`src/rtl/zorro_cycle_ctl.sv`:
```
// zorro_cycle_ctl: Zorro III slave bus-cycle sequencer.
// Turns decoded RAM/autoconfig cycles into SLAVE_n/DTACK_n/DOE responses.
// Each RAM cycle becomes one level-request/pulse-acknowledge transaction
// toward the SDRAM controller.
// Optional feature macro: ZORRO_BUS_TIMEOUT_EN.
// When it is defined, a bus-error watchdog drives BERR_n.
// When it is undefined, BERR_n is tied high.
//
// state     | meaning
// ----------+-------------------------------------------------------------
// IDLE      | no cycle claimed; qualifiers sampled here only
// CFG_WAIT  | autoconfig cycle claimed, counting down to DTACK_n
// DS_WAIT   | RAM cycle claimed, waiting for any data strobe
// RAM_WAIT  | ram_req high, waiting for ram_ack
// ACK       | response driven, waiting for fcs to fall
// DRAIN     | bus side finished early; waiting for ram_ack to retire ram_req

module zorro_cycle_ctl #(
    parameter int SYNC_STAGES     = 2,
    parameter int CFG_WAIT_CYCLES = 2,
    parameter int TIMEOUT_CYCLES  = 255
) (
    input  logic       CLK,
    input  logic       RESET_n,
    input  logic       FCS_n,
    input  logic [3:0] DS_n,
    input  logic       READ,
    input  logic       ram_cycle,
    input  logic       autoconfig_cycle,
    output logic       ram_req,
    output logic       ram_write,
    output logic [3:0] ram_be,
    input  logic       ram_ack,
    output logic       SLAVE_n,
    output logic       DTACK_n,
    output logic       DOE,
    output logic       BERR_n,
    output logic       busy
);

    if (SYNC_STAGES < 2 || SYNC_STAGES > 3) begin : g_bad_sync_stages
        $error("zorro_cycle_ctl: SYNC_STAGES must be 2..3");
    end
    if (CFG_WAIT_CYCLES < 1 || CFG_WAIT_CYCLES > 15) begin : g_bad_cfg_wait
        $error("zorro_cycle_ctl: CFG_WAIT_CYCLES must be 1..15");
    end
    if (TIMEOUT_CYCLES < 1 || TIMEOUT_CYCLES > 255) begin : g_bad_timeout
        $error("zorro_cycle_ctl: TIMEOUT_CYCLES must be 1..255");
    end

    // The autoconfig wait is a down-counter: it is loaded on entry and the FSM leaves at zero.
    localparam logic [3:0] CFG_LOAD = 4'(CFG_WAIT_CYCLES - 1);

    typedef enum logic [2:0] {
        ST_IDLE     = 3'd0,
        ST_CFG_WAIT = 3'd1,
        ST_DS_WAIT  = 3'd2,
        ST_RAM_WAIT = 3'd3,
        ST_ACK      = 3'd4,
        ST_DRAIN    = 3'd5
    } state_t;

    state_t state_q, state_d;

    logic [SYNC_STAGES-1:0]      fcs_sync;
    logic [SYNC_STAGES-1:0][3:0] ds_sync;
    logic                        fcs;
    logic [3:0]                  ds_s;
    logic                        ds_any;

    logic [3:0] cfg_cnt_q, cfg_cnt_d;
    logic       ram_req_q, ram_req_d;
    logic       ram_write_q, ram_write_d;
    logic [3:0] ram_be_q, ram_be_d;
    logic       slave_n_q, slave_n_d;
    logic       dtack_n_q, dtack_n_d;
    logic       doe_q, doe_d;
    logic       berr_n_q, berr_n_d;
    logic       tmo_hit;

    // Synchronise the asynchronous bus strobes; the flops reset to the inactive level.
    always_ff @(posedge CLK) begin
        if (!RESET_n) begin
            fcs_sync <= '1;
            ds_sync  <= '1;
        end else begin
            fcs_sync[0] <= FCS_n;
            ds_sync[0]  <= DS_n;
            for (int i = 1; i < SYNC_STAGES; i++) begin
                fcs_sync[i] <= fcs_sync[i-1];
                ds_sync[i]  <= ds_sync[i-1];
            end
        end
    end

    assign fcs    = ~fcs_sync[SYNC_STAGES-1];
    assign ds_s   = ds_sync[SYNC_STAGES-1];
    assign ds_any = ~&ds_s;

`ifdef ZORRO_BUS_TIMEOUT_EN
    localparam logic [7:0] TMO_LOAD = 8'(TIMEOUT_CYCLES - 1);

    logic [7:0] tmo_cnt_q;
    logic       tmo_run;

    // The watchdog only runs while the cycle is claimed and not yet answered.
    assign tmo_run = !slave_n_q && dtack_n_q && berr_n_q;
    assign tmo_hit = tmo_run && (tmo_cnt_q == 8'd0);

    // Watchdog down-counter: reloaded whenever SLAVE_n is released.
    always_ff @(posedge CLK) begin
        if (!RESET_n || slave_n_q) begin
            tmo_cnt_q <= TMO_LOAD;
        end else if (tmo_run && (tmo_cnt_q != 8'd0)) begin
            tmo_cnt_q <= tmo_cnt_q - 8'd1;
        end
    end

    assign BERR_n = berr_n_q;
`else
    assign tmo_hit = 1'b0;
    assign BERR_n  = 1'b1;
`endif

    // State and registered outputs.
    always_ff @(posedge CLK) begin
        if (!RESET_n) begin
            state_q     <= ST_IDLE;
            cfg_cnt_q   <= 4'd0;
            ram_req_q   <= 1'b0;
            ram_write_q <= 1'b0;
            ram_be_q    <= 4'd0;
            slave_n_q   <= 1'b1;
            dtack_n_q   <= 1'b1;
            doe_q       <= 1'b0;
            berr_n_q    <= 1'b1;
        end else begin
            state_q     <= state_d;
            cfg_cnt_q   <= cfg_cnt_d;
            ram_req_q   <= ram_req_d;
            ram_write_q <= ram_write_d;
            ram_be_q    <= ram_be_d;
            slave_n_q   <= slave_n_d;
            dtack_n_q   <= dtack_n_d;
            doe_q       <= doe_d;
            berr_n_q    <= berr_n_d;
        end
    end

    // Next-state and next-output decode.
    always_comb begin
        state_d     = state_q;
        cfg_cnt_d   = cfg_cnt_q;
        ram_req_d   = ram_req_q;
        ram_write_d = ram_write_q;
        ram_be_d    = ram_be_q;
        slave_n_d   = slave_n_q;
        dtack_n_d   = dtack_n_q;
        doe_d       = doe_q;
        berr_n_d    = berr_n_q;

        case (state_q)
            ST_IDLE: begin
                // An autoconfig cycle takes priority over a RAM cycle.
                if (fcs && autoconfig_cycle) begin
                    state_d   = ST_CFG_WAIT;
                    slave_n_d = 1'b0;
                    cfg_cnt_d = CFG_LOAD;
                end else if (fcs && ram_cycle) begin
                    state_d   = ST_DS_WAIT;
                    slave_n_d = 1'b0;
                end
            end

            ST_CFG_WAIT: begin
                if (!fcs) begin
                    state_d   = ST_IDLE;
                    slave_n_d = 1'b1;
                    dtack_n_d = 1'b1;
                    doe_d     = 1'b0;
                    berr_n_d  = 1'b1;
                end else if (tmo_hit) begin
                    state_d  = ST_ACK;
                    berr_n_d = 1'b0;
                end else if (cfg_cnt_q == 4'd0) begin
                    state_d   = ST_ACK;
                    dtack_n_d = 1'b0;
                    doe_d     = READ;
                end else begin
                    cfg_cnt_d = cfg_cnt_q - 4'd1;
                end
            end

            ST_DS_WAIT: begin
                if (!fcs) begin
                    state_d   = ST_IDLE;
                    slave_n_d = 1'b1;
                    dtack_n_d = 1'b1;
                    doe_d     = 1'b0;
                    berr_n_d  = 1'b1;
                end else if (tmo_hit) begin
                    state_d  = ST_ACK;
                    berr_n_d = 1'b0;
                end else if (ds_any) begin
                    state_d     = ST_RAM_WAIT;
                    ram_req_d   = 1'b1;
                    ram_write_d = ~READ;
                    ram_be_d    = ~ds_s;
                end
            end

            ST_RAM_WAIT: begin
                if (ram_ack) begin
                    ram_req_d = 1'b0;
                    if (fcs) begin
                        state_d   = ST_ACK;
                        dtack_n_d = 1'b0;
                        doe_d     = READ;
                    end else begin
                        state_d     = ST_IDLE;
                        slave_n_d   = 1'b1;
                        dtack_n_d   = 1'b1;
                        doe_d       = 1'b0;
                        berr_n_d    = 1'b1;
                        ram_be_d    = 4'd0;
                        ram_write_d = 1'b0;
                    end
                end else if (!fcs) begin
                    // The SDRAM transaction cannot be aborted; only the bus side is let go.
                    state_d   = ST_DRAIN;
                    slave_n_d = 1'b1;
                end else if (tmo_hit) begin
                    state_d  = ST_DRAIN;
                    berr_n_d = 1'b0;
                end
            end

            ST_ACK: begin
                if (!fcs) begin
                    state_d     = ST_IDLE;
                    slave_n_d   = 1'b1;
                    dtack_n_d   = 1'b1;
                    doe_d       = 1'b0;
                    berr_n_d    = 1'b1;
                    ram_be_d    = 4'd0;
                    ram_write_d = 1'b0;
                end
            end

            ST_DRAIN: begin
                if (ram_ack) begin
                    ram_req_d   = 1'b0;
                    ram_be_d    = 4'd0;
                    ram_write_d = 1'b0;
                    // A bus error still in progress must hold BERR_n until the master lets go.
                    if (fcs && !berr_n_q) begin
                        state_d = ST_ACK;
                    end else begin
                        state_d   = ST_IDLE;
                        slave_n_d = 1'b1;
                        dtack_n_d = 1'b1;
                        doe_d     = 1'b0;
                        berr_n_d  = 1'b1;
                    end
                end else if (!fcs) begin
                    slave_n_d = 1'b1;
                    berr_n_d  = 1'b1;
                end
            end

            default: begin
                state_d = ST_IDLE;
            end
        endcase
    end

    assign ram_req   = ram_req_q;
    assign ram_write = ram_write_q;
    assign ram_be    = ram_be_q;
    assign SLAVE_n   = slave_n_q;
    assign DTACK_n   = dtack_n_q;
    assign DOE       = doe_q;
    assign busy      = (state_q != ST_IDLE);

endmodule
```
`config.mk`:
```
export PLATFORM = sky130hd
export DESIGN_NAME = zorro_cycle_ctl
export DESIGN_NICKNAME = d
export VERILOG_FILES = /design/src/rtl/zorro_cycle_ctl.sv
export SDC_FILE = /design/constraint.sdc
export NUM_CORES = 1
export LEC_CHECK = 0
export CELL_PAD_IN_SITES_DETAIL_PLACEMENT = 1
export CELL_PAD_IN_SITES_GLOBAL_PLACEMENT = 1
export CORE_ASPECT_RATIO = 0.75
export CORE_MARGIN = 2
export CORE_UTILIZATION = 35
export CTS_CLUSTER_DIAMETER = 120
export DETAILED_ROUTE_END_ITERATION = 16
export PLACE_DENSITY = 0.74
export SYNTH_ARGS = -nofsm -noshare
export SYNTH_HDL_FRONTEND = slang
export SYNTH_SLANG_ARGS = --single-unit
```
`constraint.sdc`:
```
create_clock -name CLK -period 5 [get_ports CLK]
set_input_delay 1 -clock CLK [delete_from_list [all_inputs] [get_ports CLK]]
set_output_delay 1 -clock CLK [all_outputs]
set_load 0.01 [all_outputs]
```
Word-level counts from Yosys, hierarchy flattened
Index checks and enable logic that the tools add are counted.

$add $sub $neg: 1. Reduce and logical (&&, ||, !) cells: 25. Equal/unequal tests: 21. Multiplexer cells: 57. Bitwise gates (word level): 3.

Operators with widths (count): $mux 3 (12); $mux 4 (8); $mux 1 (28); $ne 2x2->1 const B (9); $pmux 3 s6 (1); $pmux 4 s4 (1); $ne 3x3->1 const B (5); $pmux 1 s4 (3); $reduce_and 4->1 (3); $reduce_and 6->1 (2); $reduce_bool 3->1 (3); $pmux 4 s2 (1); $reduce_bool 4->1 (2); $eq 3x2->1 const B (2); $eq 3x3->1 const B (2); $pmux 1 s3 (2); $reduce_and 3->1 (2); $reduce_and 5->1 (1); $logic_not 4->1 (1); $ne 2x1->1 const B (2); $not 4->4 (1); $reduce_bool 2->1 (2); $reduce_or 2->1 (2); $reduce_or 4->1 (1); 8 further kinds (11).

Register bits: 27. Output and inout port bits: 11. Logic and storage cells: 119.

Logic depth before layout (Yosys ltp)
Word-level depth: 5. Mapped depth: 7. Gate-level depth less buffers: 6.

Worst setup path before layout
Ideal clock, no wire load.

Path kind: input port to flip-flop. From: in ram_ack. To: reg berr_n_q. Required time: 4.866 ns. Buffers on the path: 0. Path slack: 3.072 ns. Data arrival time: 1.794 ns. Cell stages on the path: 4. Cell sequence: and3_1 o21ai_0 a21oi_1 or4_1.

Cells in the longest elaborated chain, start to end: 2.

Ends and longest elaborated chain: start: declaration (line 33) `input logic ram_ack,`; $ne 3x3->1 (no line) (tied with other cells); $reduce_and 3->1 (no line) / $pmux 1 s3 (equally long branches); end signal: assignment (line 146) `berr_n_q <= berr_n_d;`; end: declaration (line 78) `logic berr_n_q, berr_n_d;`.

Parallel ways exist; a longest one is shown, timed or not. A chain may end at the register's enable or synchronous reset.

==> metrics.txt <==
power per cell area 271 nW/um^2; Worst Tran Pin Value 857 ps; ant diodes 0; Fin. Hold Viols 0; crit path DAT 3330 ps; Post-Syn Area per Cell 8.73 sq um; CTS tree built; Max clock buf depth 2; Final setup viols 0; Slew headroom 0.428; initial antenna violation count 0; most frequent cells in the layout dfxtp_1 (27), clkdlybuf4s50_1 (20), nand2_1 (14); placed inst area 1590 sq um; CP max FO 22; Post-Syn Area 1380 sq um; worst skew pair latency 270 ps; Fill cells 456; cell taking the most area after synthesis dfxtp_1; GP Congestion 0.780; clock share of power 0.272; htree depth 1; Seq. cell area 541 sq um; postcts setup bufs 0; Mapped Cells 158; final slew viol count 0; Finished Layout Cells 222; largest net degree at the start of global routing 27; Worst Hold Class reg2reg; die width 76.5 um; Total Die Area 4470 sq um; first-pass GRT wire length 5150 um; setup_tns 0 ps; drt pass-1 iters 4; Multi-input gate area 753 sq um; Logic pwr share 0.186; CP required 5200 ps; CP endpoint kind flip-flop; Starting Density 0.372; FP Rows 19; Post-Route Skew 5.58 ps; Die H 58.4 um; Final min period 3130 ps; # hold bufs at CTS 0; Synth area leaders dfxtp_1 (39%), mux2i_1 (6.5%), nand2b_1 (5.9%); buffer and inverter count on the worst path 2; placed cell count 218; fraction of layout cells with a size suffix above 1 0.0765; global route total overflow 0; DRT Wirelength 3030 um; Antenna Violating Nets Remaining 0; P_leak 0.000578 uW; clk root buf clkbuf_8; core area 3710 sq um; Hold WS 423 ps; number of flops mapped to enable cells by yosys 0; fmax 319 MHz; routed len/inst 13.6 um; asr flop ratio synth 0; vias 1145; Worst path top cell family by delay buffers and inverters; vias in the first global route 1106; max cap viols 0; commonest non-fill, non-tap cell in the layout dfxtp_1; HPWL Detailed 2180 um; Yosys top cell area share 0.392; Overall Power 442 uW; FF+latch count, synth 27; outcome finished, final reports clean; post-route cell area 1630 sq um; Clk pin slew, worst setup/hold paths 90 ps; YS warnings 0; slowest cell on the critical path clkdlybuf4s50_1; nets 184; Psw 116 uW; Max IR drop VDD 160 uV; I/O pins 22; Internal 326 uW; sequential power share 0.542; synth-to-layout area growth 18.1%; Most used DFF post-synth dfxtp_1; PortBufs 20; number of buffers created by CTS 3; Setup crit start kind input port; GRT Util Overall 0.141; register area share after synthesis 0.392; Tcrit/Tclk final 0.627; RSZ-0062 raised after global routing false; DRC Markers 0; WS Path Type in2reg; post-cts resize count 0; First DRT Iteration DRCs 52; Clock Sinks 27; synth unique cells 45; crit path cell chain clkdlybuf4s50_1 -> clkinv_1 -> a2111oi_0 -> nand2_1 -> mux2i_1; Syn Nets 171; vias per cell 5.16; Max stage delay on crit path 970 ps; Sw Ratio 0.262
-- metrics by stage --
step / worst slack [ps] / utilization
floorplan: 3070 / -
global placement: 1730 / 0.427
detailed placement: 1550 / 0.427
CTS: 1830 / 0.440
global route: 1630 / 0.440
finish: 1870 / 0.440
-- layer usage --
layer	part of all wire	global-route usage	wire length, um	vias to the layer above
met5	0	0	0	-
met4	0.0020	0.0156	6	0
met3	0.033	0.0322	100	2
met2	0.45	0.239	1370	17
met1	0.51	0.192	1550	540
li1	-	-	-	586
-- cell type report --
class,count,area share
repair buffers,20,0.123
inverters,7,0.0161
multi-input cells,112,0.462
clock buffers,4,0.0276
well taps,52,0.0399
flip-flops and latches,27,0.332
-- path summary, 6_finish.rpt --
kind	from	endpoint	slack [ps]	cells after the start
hold reg to reg	fcs_sync[0]$_SDFF_PN1_	fcs_sync[1]$_SDFF_PN1_	420	1
setup / recovery	RESET_n	DOE$_SDFFE_PN0P_	1870	5
setup reg to reg	state_q[0]$_SDFFE_PN0P_	cfg_cnt_q[3]$_SDFFE_PN0P_	2730	4
hold / removal	fcs_sync[0]$_SDFF_PN1_	fcs_sync[1]$_SDFF_PN1_	420	1
-- synthesized netlist by cell type (all sizes together) (2+ instances only) --
master	n
a211oi	3
a21oi	7
a221oi	2
a2bb2oi	3
buf	5
clkbuf	7
dfxtp	27
ha	2
inv	6
mux2i	9
nand2	14
nand2b	13
nand3	2
nor2	7
nor2b	3
nor3	2
nor3b	2
o21a	2
o21ai	6
o22ai	2
o31ai	3
o32a	2
or2	6
or3	4
or4	3
-- power groups by stage --
stage          Sequential [uW]  Clock [uW]  Combinational [uW]
2_1_floorplan              235           0                65.0
6_report                   239         120                82.2
3_3_place_gp               243           0                81.1
5_1_grt                    241         134                90.8
3_5_place_dp               244           0                82.4
4_1_cts                    239         126                83.1
-- sequential cells by signal, indices dropped and copies added (netlist names), 2 cells and up --
signal     cells
ds_sync        4
fcs_sync       2
cfg_cnt_q      4
ds_s           4
ram_be         4
state_q        3
-- worst register-to-register path, cell delays in order, from the launching register on --
cell and delay (ps):
dfxtp_1 760, or3b_4 470, a2bb2oi_2 170, or4_1 500, a221oi_1 280
-- logic make-up after synthesis --
| group | Yosys count | synth area share |
|---|---|---|
| multiplexers | 9 | 0.0653 |
| AND/OR/NAND/NOR | 61 | 0.250 |
| other | 1 | 0.00272 |
| AO/OA/AOI/OAI | 39 | 0.209 |
| flip-flops | 27 | 0.392 |
| adder cells (fa/ha/maj) | 2 | 0.0181 |
| buffers and inverters | 19 | 0.0626 |
(Power assumes the default switching activity.)
